### src/rtl/step_motor_pkg.sv
// Shared types, phase encodings and the half-step sequencing rule for the
// 3-phase step motor controller.
package step_motor_pkg;

  typedef enum logic [1:0] {
    ST_IDLE = 2'd0,
    ST_RUN  = 2'd1,
    ST_HOLD = 2'd2
  } state_t;

  // Coil patterns as {A,B,C}.
  localparam logic [2:0] PH_OFF = 3'b000;
  localparam logic [2:0] PH_C   = 3'b001;
  localparam logic [2:0] PH_B   = 3'b010;
  localparam logic [2:0] PH_BC  = 3'b011;
  localparam logic [2:0] PH_A   = 3'b100;
  localparam logic [2:0] PH_AC  = 3'b101;
  localparam logic [2:0] PH_AB  = 3'b110;
  localparam logic [2:0] PH_ILL = 3'b111;

  // Next half-step pattern. Released coils always start at C; the illegal
  // all-on pattern recovers to AB regardless of direction.
  function automatic logic [2:0] next_phase(input logic [2:0] ph, input logic dir);
    logic [2:0] nxt;
    nxt = PH_C;
    case (ph)
      PH_OFF: nxt = PH_C;
      PH_ILL: nxt = PH_AB;
      PH_C:   nxt = dir ? PH_BC : PH_AC;
      PH_AC:  nxt = dir ? PH_C  : PH_A;
      PH_A:   nxt = dir ? PH_AC : PH_AB;
      PH_AB:  nxt = dir ? PH_A  : PH_B;
      PH_B:   nxt = dir ? PH_AB : PH_BC;
      PH_BC:  nxt = dir ? PH_B  : PH_C;
      default: nxt = PH_C;
    endcase
    return nxt;
  endfunction

endpackage

### src/rtl/step_phase_seq.sv
// Coil phase register: advances one half-step on request, or releases all
// coils. Release has priority over advance.
module step_phase_seq
  import step_motor_pkg::*;
(
  input  logic CP,
  input  logic nCR,
  input  logic advance,
  input  logic dir,
  input  logic rel,
  output logic A,
  output logic B,
  output logic C
);

  logic [2:0] phase_q;
  logic [2:0] phase_d;

  // Next phase: hold by default, release or step when asked.
  always_comb begin
    // NOTE: default first so every path assigns phase_d and no latch is inferred.
    phase_d = phase_q;
    if (rel) begin
      phase_d = PH_OFF;
    end else if (advance) begin
      phase_d = next_phase(phase_q, dir);
    end
  end

  // Phase register, coils released on reset.
  always_ff @(posedge CP or negedge nCR) begin
    // NOTE: sequential state uses non-blocking assignments only.
    if (!nCR) begin
      phase_q <= PH_OFF;
    end else begin
      phase_q <= phase_d;
    end
  end

  assign {A, B, C} = phase_q;

endmodule

### src/rtl/step_motor_ctrl.sv
// Move-command sequencer: accepts (dir, steps, period) commands, paces the
// half-step sequence, tracks signed position, holds torque and then
// releases the coils.
module step_motor_ctrl
  import step_motor_pkg::*;
#(
  parameter int CNT_W       = 16,
  parameter int DIV_W       = 16,
  parameter int POS_W       = 24,
  parameter int HOLD_CYCLES = 1000
) (
  input  logic                    CP,
  input  logic                    nCR,
  input  logic                    cmd_valid,
  output logic                    cmd_ready,
  input  logic                    cmd_dir,
  input  logic [CNT_W-1:0]        cmd_steps,
  input  logic [DIV_W-1:0]        cmd_period,
  input  logic                    abort,
  output logic                    A,
  output logic                    B,
  output logic                    C,
  output logic                    busy,
  output logic                    done,
  output logic                    aborted,
  output logic [CNT_W-1:0]        steps_left,
  output logic signed [POS_W-1:0] position
);

  localparam int HOLD_W = (HOLD_CYCLES > 1) ? $clog2(HOLD_CYCLES) : 1;
  localparam logic [HOLD_W-1:0] HOLD_LOAD = HOLD_W'(HOLD_CYCLES - 1);

  state_t             state_q, state_d;
  logic [DIV_W-1:0]   timer_q, timer_d;
  logic [DIV_W-1:0]   reload_q, reload_d;   // max(period,1)-1
  logic               dir_q, dir_d;
  logic [CNT_W-1:0]   steps_left_q, steps_left_d;
  logic [POS_W-1:0]   position_q, position_d;
  logic [HOLD_W-1:0]  hold_q, hold_d;
  logic               done_q, done_d;
  logic               aborted_q, aborted_d;
  logic               zero_pend_q, zero_pend_d;  // zero-step command awaiting its done pulse

  logic accept;
  logic load_cmd;
  logic advance;
  logic rel;

  assign accept   = cmd_valid && (state_q != ST_RUN);
  assign load_cmd = accept && (cmd_steps != '0);

  // FSM next state, step pacing, hold countdown and pulse outputs.
  always_comb begin
    state_d      = state_q;
    timer_d      = timer_q;
    reload_d     = reload_q;
    dir_d        = dir_q;
    steps_left_d = steps_left_q;
    position_d   = position_q;
    hold_d       = hold_q;
    done_d       = zero_pend_q;
    aborted_d    = 1'b0;
    zero_pend_d  = accept && (cmd_steps == '0);
    advance      = 1'b0;
    rel          = 1'b0;

    case (state_q)
      ST_RUN: begin
        if (abort) begin
          // Abort beats a coincident step tick.
          state_d      = ST_HOLD;
          steps_left_d = '0;
          aborted_d    = 1'b1;
          hold_d       = HOLD_LOAD;
        end else if (timer_q == '0) begin
          advance      = 1'b1;
          steps_left_d = steps_left_q - CNT_W'(1);
          position_d   = dir_q ? position_q - POS_W'(1) : position_q + POS_W'(1);
          timer_d      = reload_q;
          if (steps_left_q == CNT_W'(1)) begin
            state_d = ST_HOLD;
            done_d  = 1'b1;
            hold_d  = HOLD_LOAD;
          end
        end else begin
          timer_d = timer_q - DIV_W'(1);
        end
      end

      ST_IDLE, ST_HOLD: begin
        if (state_q == ST_HOLD) begin
          if (hold_q == '0) begin
            rel     = 1'b1;
            state_d = ST_IDLE;
          end else begin
            hold_d = hold_q - HOLD_W'(1);
          end
        end
        // A new move from HOLD continues from the energized phase.
        if (load_cmd) begin
          rel          = 1'b0;
          state_d      = ST_RUN;
          steps_left_d = cmd_steps;
          dir_d        = cmd_dir;
          reload_d     = (cmd_period == '0) ? '0 : cmd_period - DIV_W'(1);
          timer_d      = '0;
          hold_d       = '0;
        end
      end

      default: begin
        state_d = ST_IDLE;
        rel     = 1'b1;
      end
    endcase
  end

  // Controller state registers.
  always_ff @(posedge CP or negedge nCR) begin
    // NOTE: every control flop is reset; there is no storage array here that could be left unreset.
    if (!nCR) begin
      state_q      <= ST_IDLE;
      timer_q      <= '0;
      reload_q     <= '0;
      dir_q        <= 1'b0;
      steps_left_q <= '0;
      position_q   <= '0;
      hold_q       <= '0;
      done_q       <= 1'b0;
      aborted_q    <= 1'b0;
      zero_pend_q  <= 1'b0;
    end else begin
      state_q      <= state_d;
      timer_q      <= timer_d;
      reload_q     <= reload_d;
      dir_q        <= dir_d;
      steps_left_q <= steps_left_d;
      position_q   <= position_d;
      hold_q       <= hold_d;
      done_q       <= done_d;
      aborted_q    <= aborted_d;
      zero_pend_q  <= zero_pend_d;
    end
  end

  step_phase_seq u_phase (
    .CP      (CP),
    .nCR     (nCR),
    .advance (advance),
    .dir     (dir_q),
    .rel     (rel),
    .A       (A),
    .B       (B),
    .C       (C)
  );

  assign busy       = (state_q == ST_RUN);
  assign cmd_ready  = (state_q != ST_RUN);
  assign done       = done_q;
  assign aborted    = aborted_q;
  assign steps_left = steps_left_q;
  assign position   = position_q;

endmodule

### config.mk
export PLATFORM = sky130hd
export DESIGN_NAME = step_motor_ctrl
export DESIGN_NICKNAME = d
export VERILOG_FILES = /design/src/rtl/step_motor_pkg.sv /design/src/rtl/step_phase_seq.sv /design/src/rtl/step_motor_ctrl.sv
export SDC_FILE = /design/constraint.sdc
export NUM_CORES = 1
export LEC_CHECK = 0
export ABC_AREA = 1
export BUFFER_PORTS_ARGS = -buffer_cell sky130_fd_sc_hd__buf_2
export CORE_MARGIN = 1.5
export CORE_UTILIZATION = 45
export DETAILED_ROUTE_END_ITERATION = 16
export HOLD_SLACK_MARGIN = 0.05
export PLACE_DENSITY = 0.68
export SLEW_MARGIN = 10
export SYNTH_ARGS = -nofsm -noshare
export SYNTH_HDL_FRONTEND = slang
export SYNTH_HIERARCHICAL = 1
export SYNTH_SLANG_ARGS = --single-unit
### constraint.sdc
create_clock -name CP -period 2.7 [get_ports CP]
set_input_delay 0.54 -clock CP [delete_from_list [all_inputs] [get_ports CP]]
set_output_delay 0.54 -clock CP [all_outputs]
set_load 0.005 [all_outputs]
## After elaboration in Yosys (flattened, before gate mapping)

Cells that the tools add are included.
Widths: inputs -> output; s select.

| storage, ports and cells | value |
|---|---|
| input bits | 37 |
| register bits | 91 |

| operators by class | value |
|---|---|
| $add $sub $neg | 6 |
| bitwise logic cells | 1 |
| mux-type cells | 46 |
| reductions and logical operators | 19 |
| eq/ne operators | 18 |

Operators by type and width:

| cell | number |
|---|---|
| $mux 16 | 7 |
| $pmux 16 s2 | 2 |
| $mux 10 | 6 |
| $logic_not 16->1 | 3 |
| $sub 16x1->16 const B | 3 |
| $add 24x1->24 const B | 1 |
| $mux 24 | 1 |
| $pmux 3 s8 | 1 |
| $sub 24x1->24 const B | 1 |
| $pmux 10 s2 | 1 |
| $mux 3 | 6 |
| $eq 16x1->1 const B | 1 |
| $mux 2 | 8 |
| $reduce_bool 16->1 | 1 |
| $eq 3x3->1 const B | 4 |
| $mux 1 | 12 |
| $logic_not 10->1 | 1 |
| $sub 10x1->10 const B | 1 |
| $ne 3x3->1 const B | 3 |
| $reduce_and 3->1 | 3 |
| $eq 3x2->1 const B | 2 |
| $ne 3x2->1 const B | 2 |
| $reduce_and 5->1 | 1 |
| $ne 2x2->1 const B | 2 |
| 14 further kinds | 17 |

## Longest topological paths before layout

Gate-level depths: netlist of run 1.

| depth | value |
|---|---|
| word-level depth | 6 |
| gate-level depth with buffers | 13 |

## Modules after synthesis

The synthesis of run 1 kept the hierarchy.

Modules (own cells, without submodules):

| module | cells an instance | area an instance (um^2) | instances | seq. area each (um^2) |
|---|---|---|---|---|
| step_motor_ctrl | 1,072 | 6,872.8 | 1 | 2,202.1 |
| step_phase_seq | 31 | 198.9 | 1 | 75.1 |

## Least setup slack after synthesis of run 1

Ideal clock, no wire load.

| timing | value |
|---|---|
| path type | flip-flop to flip-flop |
| start point | register dir_q |
| end point | register position_q[11], in the netlist position[11] |
| stages on the path, launching flop included | 10 |
| path slack | 421 ps |
| required time | 2,583 ps |
| arrival | 2,162 ps |
| path buffers | 0 |
| clock period less this slack | 2,279 ps |
| cell sequence | dfrtp_1 > ha_1 > or2_2 > nand3_1 > nand2_1 > nand2_1 > nand2_1 > or2_2 > nand3_1 > nand2_1 |

| on the way | value |
|---|---|
| cells in the longest elaborated chain, start to end | 1 |

RTL lines:

| element | line | source |
|---|---|---|
| from (decl) | step_motor_ctrl.sv:36 | `logic dir_q, dir_d;` |
| from (signal assigned) | step_motor_ctrl.sv:136 | `dir_q <= dir_d;` |
| $mux 24 | step_motor_ctrl.sv:78 | `position_d = dir_q ? position_q - POS_W'(1) : position_q + POS_W'(1);` |
| to (signal assigned) | step_motor_ctrl.sv:138 | `position_q <= position_d;` |
| to (decl) | step_motor_ctrl.sv:38 | `logic [POS_W-1:0] position_q, position_d;` |

No other way between the ends.
A chain may end at the register's enable or synchronous reset.

## Worst setup path after layout of run 1

| timing | value |
|---|---|
| start point | register dir_q |
| end point | register position_q[16], in the netlist position[16] |

The elaborated chain is that of the path after synthesis.

==> summary.txt, run 1 <==
Outcome
  • Status: complete, no violations

GRT
  • Global-route wire length before repair: 30.26 mm
  • Number of global-route vias before repair: 6,529
  • GRT overflow: 0
  • Initial antenna violation count: 0
  • Largest net degree at the start of global routing: 38
  • Total track usage: 0.2276

Layout
  • Most common cell after layout, fill and taps aside: nand2_1
  • ANT cells: 0
  • Area delta synth->final: 14.95%
  • Commonest cells after routing, fill and taps aside: nand2_1, inv_1, nor2_1, dfrtp_1, nand3_1
  • Core Util, Final: 0.5328
  • Sequential Area: 0.002277 mm2
  • Final net count: 1,262
  • Layout cell share with drive strength beyond 1: 0.1251
  • Final instance area: 0.008129 mm2
  • Footprint of the multi-input gates: 0.004121 mm2
  • Finished Layout Cells: 1,410
  • Fill count: 1,588

Clocking
  • Hold-fix buffers, CTS: 0
  • Setup Fix Bufs, Post-CTS: 0
  • TritonCTS buffer count: 9
  • Clk buf depth: 2
  • Root Buffer: clkbuf_16
  • Clock Latency Late Sink: 0.36 ns
  • CTS tree: done
  • Htree depth: 3
  • Cts repair resizes: 0
  • Worst-path clk slew: 0.07 ns
  • CTS sink count: 91

Timing
  • Final TNS setup: 0 ns
  • Final Hold Viols: 0
  • Worst slew pin tran: 0.5464 ns
  • Unrepaired setup endpoints after global routing: false
  • Final min period: 2.333 ns
  • Fin crit share: 0.8641
  • Worst setup margin: 0.3670 ns
  • Slew HR: 0.6340
  • Achievable Freq: 428.6 MHz
  • Final setup fails: 0
  • Clock Skew: 0.01121 ns
  • Smallest hold slack: 0.1485 ns
  • Slew Limit Fails: 0

Logic synthesis
  • Synth Area per Inst: 6.411 um2
  • Mapped Cells: 1,103
  • Synth unique cells: 37
  • Seq cells post-synth: 91
  • Mapped Area: 0.007072 mm2
  • Yosys warns: 6
  • Post-synth net total: 1,171
  • Seq/Total Area, Yosys: 0.3220

Critical path
  • Max FO, Critical Path: 17
  • Critical path class: flop to flop
  • Critical path's largest stage delay: 0.63 ns
  • CP Capture Type: flop
  • CP Data Required Time: 2.94 ns
  • Cells along the critical path: buf_4 -> ha_1 -> nand2_1 -> inv_1 -> a21oi_1 -> nor2_1 -> nor2_1 -> nand3b_1 -> nand3_1 -> nand2_1
  • Slowest cell on crit path: dfrtp_1
  • Setup crit start kind: flop
  • Worst Path Arrival: 2.57 ns

Floorplan
  • FP Rows: 45
  • I/O pins: 84
  • Die H: 128.4 um
  • Core area: 0.01526 mm2
  • Effective utilization at floorplan: 0.4635
  • Die area: 0.01648 mm2
  • Overall die width: 128.4 um

Place
  • Hpwl dp: 13.62 mm
  • Dpl ws: 0.4110 ns
  • Routability cong.: 0.9834
  • Dpl cells: 1,394
  • Placed cell area: 0.007764 mm2
  • Buffers on Ports: 83

Min path
  • Tightest Hold Check Type: input pin to async pin

Route
  • Routed len/inst: 12.41 um
  • WL final: 17.50 mm
  • Remaining routing DRC violations: 0
  • Antenna-violating nets left: 0
  • DR vias/cell: 4.933
  • Iteration-0 DRC Markers: 344
  • First-pass DRT Iterations: 5
  • Via count: 6,956

Power and ir drop
  • Lkg Pwr: 4.535 nW
  • VDD IR max: 0.0007281 V
  • Power per cell area: 1150 mW/mm2
  • Pwr Total: 9.345 mW

Run
  • Max-cap violations: 0
[worst max-delay path: cells and delay by family, from the launching register on]
family	cells	cell delay, ns
and+or+nand+nor	6	0.58
adders and majority gates	1	0.32
AOI/OAI and AO/OA	1	0.31
buffers and inverters	2	0.38
DFF	1	0.63
[power breakdown]
| part | internal [mW] | switching (mW) |
|---|---|---|
| logic | 1.94 | 3.38 |
| clock network | 1.00 | 0.551 |
| registers | 1.91 | 0.570 |
[synthesized netlist by cell type]
library cell | number | share of area
o21ai_2 | 4 | 0.0050
nor2_1 | 102 | 0.054
or2_2 | 5 | 0.0044
buf_6 | 2 | 0.0032
nor2_4 | 7 | 0.011
a21oi_1 | 22 | 0.016
fa_1 | 1 | 0.0028
nor3_1 | 9 | 0.0064
o31ai_1 | 9 | 0.0096
nor4_1 | 3 | 0.0027
xnor2_1 | 15 | 0.019
dfrtp_1 | 91 | 0.32
o21ai_1 | 12 | 0.0085
clkinv_1 | 1 | 0.00053
clkbuf_1 | 3 | 0.0016
nor2_2 | 5 | 0.0044
inv_4 | 1 | 0.00089
a31oi_1 | 3 | 0.0027
buf_1 | 1 | 0.00053
nand3_1 | 87 | 0.062
xor2_1 | 16 | 0.020
o21bai_1 | 3 | 0.0032
buf_8 | 1 | 0.0021
o21ai_0 | 34 | 0.024
inv_2 | 5 | 0.0027
inv_1 | 147 | 0.078
nand3b_1 | 8 | 0.0085
o22ai_1 | 2 | 0.0018
nand2_2 | 10 | 0.0088
o211ai_1 | 8 | 0.0085
and2_1 | 2 | 0.0018
nand2_1 | 429 | 0.23
nand4_1 | 14 | 0.012
nand2_4 | 2 | 0.0032
a21boi_4 | 1 | 0.0027
buf_2 | 8 | 0.0057
ha_1 | 30 | 0.053
[kinds of logic after synthesis]
group	after synthesis	synth area share
compound gates	98	0.08139
buf+inv	169	0.09519
xor+xnor	31	0.03839
flops	91	0.3220
simple gates	683	0.4071
fa+ha+maj	31	0.05591
[layer usage]
metal / global-route usage / share of wire / vias up
met2: 0.3890 / 0.47 / 148
met1: 0.2881 / 0.47 / 3098
met5: 0 / 0 / -
met3: 0.04615 / 0.038 / 34
li1: - / - / 3676
met4: 0.07799 / 0.025 / 0
[path summary, 6_finish.rpt]
path                              from        endpoint  slack, ns  cells past startpoint
setup / recovery                 dir_q    position[16]       0.37                     10
hold / removal                     nCR  steps_left[12]       0.15                      1
setup reg to reg                 dir_q    position[16]       0.37                     10
hold reg to reg            zero_pend_q            done       0.45                      1
max in group asynchronous          nCR     reload_q[8]       1.89                      2
min in group CP                cmd_dir           dir_q       0.41                      3
[area by class of cell]
type                    count  area share
flip-flops and latches     91      0.2801
inverters                 154     0.07142
well taps                 211     0.03248
repair buffers             95     0.06403
clock inverters             6     0.01678
multi-input cells         843      0.5070
clock buffers              10     0.02817
[registers in the layout, indices dropped and copies added (netlist names)]
| signal | count |
|---|---|
| position | 24 |
| reload_q | 16 |
| steps_left | 16 |
| timer_q | 16 |
| hold_q | 10 |
| u_phase/phase_q | 3 |
| state_q | 2 |
| aborted | 1 |
| dir_q | 1 |
| done | 1 |
| zero_pend_q | 1 |
No activity file was read; power rests on OpenSTA's default activity.
==> run 2: changes to the inputs <==
--- a/config.mk
+++ b/config.mk
@@ -7,6 +7,7 @@
 export LEC_CHECK = 0
 export ABC_AREA = 1
 export BUFFER_PORTS_ARGS = -buffer_cell sky130_fd_sc_hd__buf_2
+export CORE_ASPECT_RATIO = 1.5
 export CORE_MARGIN = 1.5
 export CORE_UTILIZATION = 45
 export DETAILED_ROUTE_END_ITERATION = 16
==> summary.txt, run 2 (same netlist as run 1, synthesis figures left out) <==
Layout
  • Most common cell after layout, fill and taps aside: nand2_1
  • Layout cell share with drive strength beyond 1: 0.1251 (unchanged)
  • Final net count: 1,262 (unchanged)
  • Fill count: 1,597 (+0.57%)
  • Footprint of the multi-input gates: 0.004121 mm2 (unchanged)
  • Area delta synth->final: 14.03%
  • Max reg flops: 24 (unchanged)
  • Sequential Area: 0.002277 mm2 (unchanged)
  • Core Util, Final: 0.5302 (-0.002525)
  • ANT cells: 0 (unchanged)
  • Commonest cells after routing, fill and taps aside: nand2_1, inv_1, nor2_1, dfrtp_1, nand3_1

Route
  • WL final: 18.03 mm (+3.0%)
  • First-pass DRT Iterations: 5 (unchanged)
  • Via count: 7,037 (+1.2%)
  • Iteration-0 DRC Markers: 327 (-4.9%)
  • Routed len/inst: 12.89 um (+3.9%)
  • Remaining routing DRC violations: 0 (unchanged)
  • Antenna-violating nets left: 0 (unchanged)
  • DR vias/cell: 5.034 (+2.0%)

Critical path
  • CP startpoint: dir_q
  • CP Data Required Time: 2.93 ns (about the same)
  • Worst Path Arrival: 2.61 ns (+0.04 ns)
  • Critical R2R Capture: position[17]
  • R2R setup slack: 0.32 ns (-0.05 ns)
  • Critical Path End: position[17]
  • CP Capture Type: flop
  • Worst-case reg-to-reg path depth: 11 (+1)
  • Critical path class: flop to flop
  • Max FO, Critical Path: 17 (unchanged)
  • Worst r2r src: dir_q
  • Setup crit start kind: flop

Clocking
  • Worst-path clk slew: 0.07 ns (about the same)
  • Cts repair resizes: 0 (unchanged)
  • Clk buf depth: 2 (unchanged)
  • Htree depth: 3 (unchanged)
  • CTS tree: done
  • Root Buffer: clkbuf_16
  • Hold-fix buffers, CTS: 0 (unchanged)
  • Clock Latency Late Sink: 0.34 ns (-0.02 ns)
  • TritonCTS buffer count: 9 (unchanged)
  • Setup Fix Bufs, Post-CTS: 0 (unchanged)
  • CTS sink count: 91 (unchanged)

Floorplan
  • FP Rows: 55 (+22%)
  • Core area: 0.01521 mm2 (-0.33%)
  • I/O pins: 84 (unchanged)
  • Effective utilization at floorplan: 0.4650 (+0.001525)
  • Die area: 0.01649 mm2 (about the same)
  • Overall die width: 105.4 um (-18%)
  • Die H: 156.5 um (+22%)

Timing
  • Worst slew pin tran: 0.5888 ns (+0.04239 ns)
  • Final TNS setup: 0 ns (unchanged)
  • Final setup fails: 0 (unchanged)
  • Worst setup margin: 0.3171 ns (-0.04989 ns)
  • Clock Skew: 0.004550 ns (-0.006664 ns)
  • Smallest hold slack: 0.1639 ns (+0.01543 ns)
  • Slew Limit Fails: 0 (unchanged)
  • Achievable Freq: 419.7 MHz (-2.1%)
  • Unrepaired setup endpoints after global routing: false
  • Final min period: 2.383 ns (+0.04989 ns)
  • Fin crit share: 0.8826 (+0.01848)
  • Slew HR: 0.6057 (-0.02839)
  • Final Hold Viols: 0 (unchanged)

Outcome
  • Status: complete, no violations

Place
  • Routability cong.: 0.9512 (-3.3%)
  • Dpl ws: 0.3919 ns (-0.01903 ns)
  • Buffers on Ports: 83 (unchanged)
  • Hpwl dp: 14.24 mm (+4.5%)

Power and ir drop
  • Power Internal: 4.695 mW (-3.2%)
  • Flop pwr share: 0.265 (about the same)
  • NetSw: 4.521 mW (+0.54%)
  • Pwr Total: 9.216 mW (-1.4%)
  • Power share of the clock group: 0.151 (-0.015)
  • Power per cell area: 1143 mW/mm2 (-0.59%)
  • VDD IR max: 0.0004210 V (-42%)
  • Switching part of the total power: 0.4905 (+0.009406)
  • Gate power share: 0.584 (+0.015)
  • Lkg Pwr: 4.512 nW (-0.50%)

GRT
  • Global-route wire length before repair: 30.43 mm (+0.55%)
  • Number of global-route vias before repair: 6,790 (+4.0%)
  • Total track usage: 0.2279 (+0.0002962)
  • Initial antenna violation count: 0 (unchanged)
  • Largest net degree at the start of global routing: 41 (+7.9%)
  • GRT overflow: 0 (unchanged)

Run
  • Max-cap violations: 0 (unchanged)

Min path
  • Tightest Hold Check Type: input pin to async pin
run 2: area by class of cell:
type | count | share of cell area
Inverter | 154 | 0.07199
Clock inverter | 5 | 0.01055
Sequential cell | 91 | 0.2824
Timing Repair Buffer | 95 | 0.06299
Multi-Input combinational cell | 843 | 0.5111
Clock buffer | 11 | 0.03010
Tap cell | 199 | 0.03088
run 2: how the worst min path moves through the flow:
stage / endpoint / slack (ns)
2_1_floorplan: aborted / 0.24
3_3_place_gp: hold_q[1] / 0.45
3_5_place_dp: hold_q[1] / 0.46
4_1_cts: steps_left[6] / 0.19
5_1_grt: steps_left[7] / 0.21
6_report: steps_left[6] / 0.16
run 2: power by group through the flow:
stage               Sequential, mW  Combinational [mW]  Clock (mW)
floorplan                     2.38                4.08           0
global placement              2.45                5.31           0
detailed placement            2.46                5.38           0
CTS                           2.44                5.41        1.43
global route                  2.52                6.15        1.48
finish                        2.44                5.38        1.40
run 2: per-stage QoR:
step                      instance area [um2]  cells
after floorplan                          7072   1103
after global placement                   7736   1382
after detailed placement                 7736   1382
after CTS                                8064   1398
after global routing                     8064   1398
final                                    8064   1398
run 2: metal layers:
metal  share of wire  wire (um)  GRT usage  up-vias
met2            0.52       9326     0.4292      157
met3           0.032        578    0.02791       56
met5               0          0          0        -
met1            0.40       7290     0.2443     3174
met4           0.046        831     0.1265        0
li1                -          -          -     3650
run 2: critical path, stage by stage, from the launching register on:
cell and delay [ns]:
dfrtp_1 0.54, buf_4 0.29, ha_1 0.36, nand2_1 0.12
nor2_1 0.31, nand3_1 0.12, nand3_1 0.15, nand2_1 0.12
nand2_1 0.08, nand2_1 0.04, nand3_1 0.07, nand2_1 0.07
==> run 3: changes to the inputs <==
==> constraint.sdc (replaced) <==
create_clock -name CP -period 2.9 [get_ports CP]
set_input_delay 0.58 -clock CP [delete_from_list [all_inputs] [get_ports CP]]
set_output_delay 0.58 -clock CP [all_outputs]
set_load 0.005 [all_outputs]
==> summary.txt, run 3 (same netlist as run 1, synthesis figures left out) <==
Timing
  • Smallest hold slack: 0.2681 ns (+0.1042 ns)
  • Worst setup margin: 0.5532 ns (+0.2362 ns)
  • Slew Limit Fails: 0 (unchanged)
  • Final setup fails: 0 (unchanged)
  • Final Hold Viols: 0 (unchanged)
  • Final TNS setup: 0 ns (unchanged)
  • Slew HR: 0.5173 (-0.08832)
  • Worst slew pin tran: 0.7240 ns (+0.1352 ns)
  • Clock Skew: 0.006303 ns (+0.001753 ns)
  • Fin crit share: 0.8092 (-0.07333)
  • Unrepaired setup endpoints after global routing: false
  • Final min period: 2.347 ns (-0.03615 ns)
  • Achievable Freq: 426.1 MHz (+1.5%)

Critical path
  • Setup crit start kind: flop
  • Critical R2R Capture: position[19]
  • CP Capture Type: flop
  • CP Data Required Time: 3.15 ns (+0.22 ns)
  • R2R setup slack: 0.55 ns (+0.24 ns)
  • Worst r2r src: dir_q
  • Worst-case reg-to-reg path depth: 10 (-1)
  • Worst Path Arrival: 2.60 ns (about the same)
  • Critical path class: flop to flop
  • Max FO, Critical Path: 17 (unchanged)

Route
  • Routed len/inst: 13.06 um (+1.3%)
  • DR vias/cell: 5.030 (about the same)
  • WL final: 18.21 mm (+1.0%)
  • First-pass DRT Iterations: 5 (unchanged)
  • Remaining routing DRC violations: 0 (unchanged)
  • Iteration-0 DRC Markers: 313 (-4.3%)
  • Antenna-violating nets left: 0 (unchanged)
  • Via count: 7,012 (-0.36%)

Floorplan
  • Core area: 0.01521 mm2 (unchanged)
  • Die H: 156.5 um (unchanged)
  • Die area: 0.01649 mm2 (unchanged)
  • I/O pins: 84 (unchanged)
  • FP Rows: 55 (unchanged)
  • Effective utilization at floorplan: 0.4650 (unchanged)
  • Overall die width: 105.4 um (unchanged)

GRT
  • GRT overflow: 0 (unchanged)
  • Number of global-route vias before repair: 6,806 (+0.24%)
  • Largest net degree at the start of global routing: 55 (+34%)
  • Initial antenna violation count: 0 (unchanged)
  • Total track usage: 0.2333 (+0.005329)
  • Global-route wire length before repair: 30.63 mm (+0.66%)

Place
  • Dpl ws: 0.6074 ns (+0.2155 ns)
  • Dpl cells: 1,379 (-0.22%)
  • Hpwl dp: 14.05 mm (-1.3%)
  • Routability cong.: 0.9457 (-0.58%)
  • Buffers on Ports: 83 (unchanged)

Clocking
  • Clk buf depth: 2 (unchanged)
  • Setup Fix Bufs, Post-CTS: 0 (unchanged)
  • TritonCTS buffer count: 9 (unchanged)
  • Clock Latency Late Sink: 0.36 ns (+0.02 ns)
  • Worst-path clk slew: 0.07 ns (about the same)
  • Hold-fix buffers, CTS: 0 (unchanged)
  • CTS sink count: 91 (unchanged)
  • Cts repair resizes: 0 (unchanged)
  • Htree depth: 3 (unchanged)
  • CTS tree: done
  • Root Buffer: clkbuf_16

Outcome
  • Status: complete, no violations

Power and ir drop
  • Power per cell area: 1056 mW/mm2 (-7.6%)
  • Pwr Total: 8.443 mW (-8.4%)
  • Lkg Pwr: 4.476 nW (-0.80%)
  • VDD IR max: 0.0005438 V (+29%)

Layout
  • Most common cell after layout, fill and taps aside: nand2_1
  • Layout cell share with drive strength beyond 1: 0.1222 (-0.002929)
  • Commonest cells after routing, fill and taps aside: nand2_1, inv_1, nor2_1, dfrtp_1, nand3_1
  • Final net count: 1,259 (-0.24%)
  • Max reg flops: 24 (unchanged)
  • Finished Layout Cells: 1,394 (-0.29%)
  • ANT cells: 0 (unchanged)
  • Area delta synth->final: 13.09%

Min path
  • Tightest Hold Check Type: input pin to async pin

Run
  • Max-cap violations: 0 (unchanged)
==> run 3: layout make-up <==
class,count,area [um2]
fill,1602,7211
multi-input combinational,843,4121
sequential,91,2277
inverter,154,580.6
timing repair buffer,92,485.5
tap,199,249.0
clock buffer,10,229.0
clock inverter,5,55.05
==> run 3: report_power, final <==
part           internal (mW)  switching (mW)  total, mW  leakage [nW]
registers               1.78           0.489       2.27          1.18
clock network          0.661           0.523       1.18         0.134
logic                   1.79            3.20       4.99          3.17
==> run 3: worst max-delay path by stage <==
stage / slack (ns) / cells past startpoint / from / end
detailed placement: 0.61 / 11 / dir_q / position[17]
floorplan: 0.62 / 9 / dir_q / position[11]
finish: 0.55 / 10 / dir_q / position[19]
global route: 0.35 / 10 / dir_q / position[19]
global placement: 0.63 / 11 / dir_q / position[17]
CTS: 0.60 / 11 / dir_q / position[17]
==> run 3: stage by stage <==
stage / utilization / instance area (um2)
6_report: 0.5259 / 7998
5_1_grt: 0.5259 / 7998
4_1_cts: 0.5259 / 7998
3_5_place_dp: 0.5072 / 7714
3_3_place_gp: 0.5072 / 7714
2_1_floorplan: - / 7072
==> run 3: critical path, cell delays in order (launching register included) <==
cell	delay, ns
dfrtp_1	0.53
buf_4	0.29
ha_1	0.38
nand2_1	0.14
nor2_1	0.27
nand2_1	0.07
nand3b_1	0.23
nand3_1	0.13
nand2_1	0.05
nand3_1	0.08
nand2_1	0.05
==> run 3: layer usage <==
| layer | track usage | up-vias | share of wire |
|---|---|---|---|
| li1 | - | 3651 | - |
| met1 | 0.2464 | 3183 | 0.41 |
| met2 | 0.4426 | 134 | 0.52 |
| met3 | 0.03249 | 44 | 0.028 |
| met4 | 0.1252 | 0 | 0.041 |
| met5 | 0 | - | 0 |
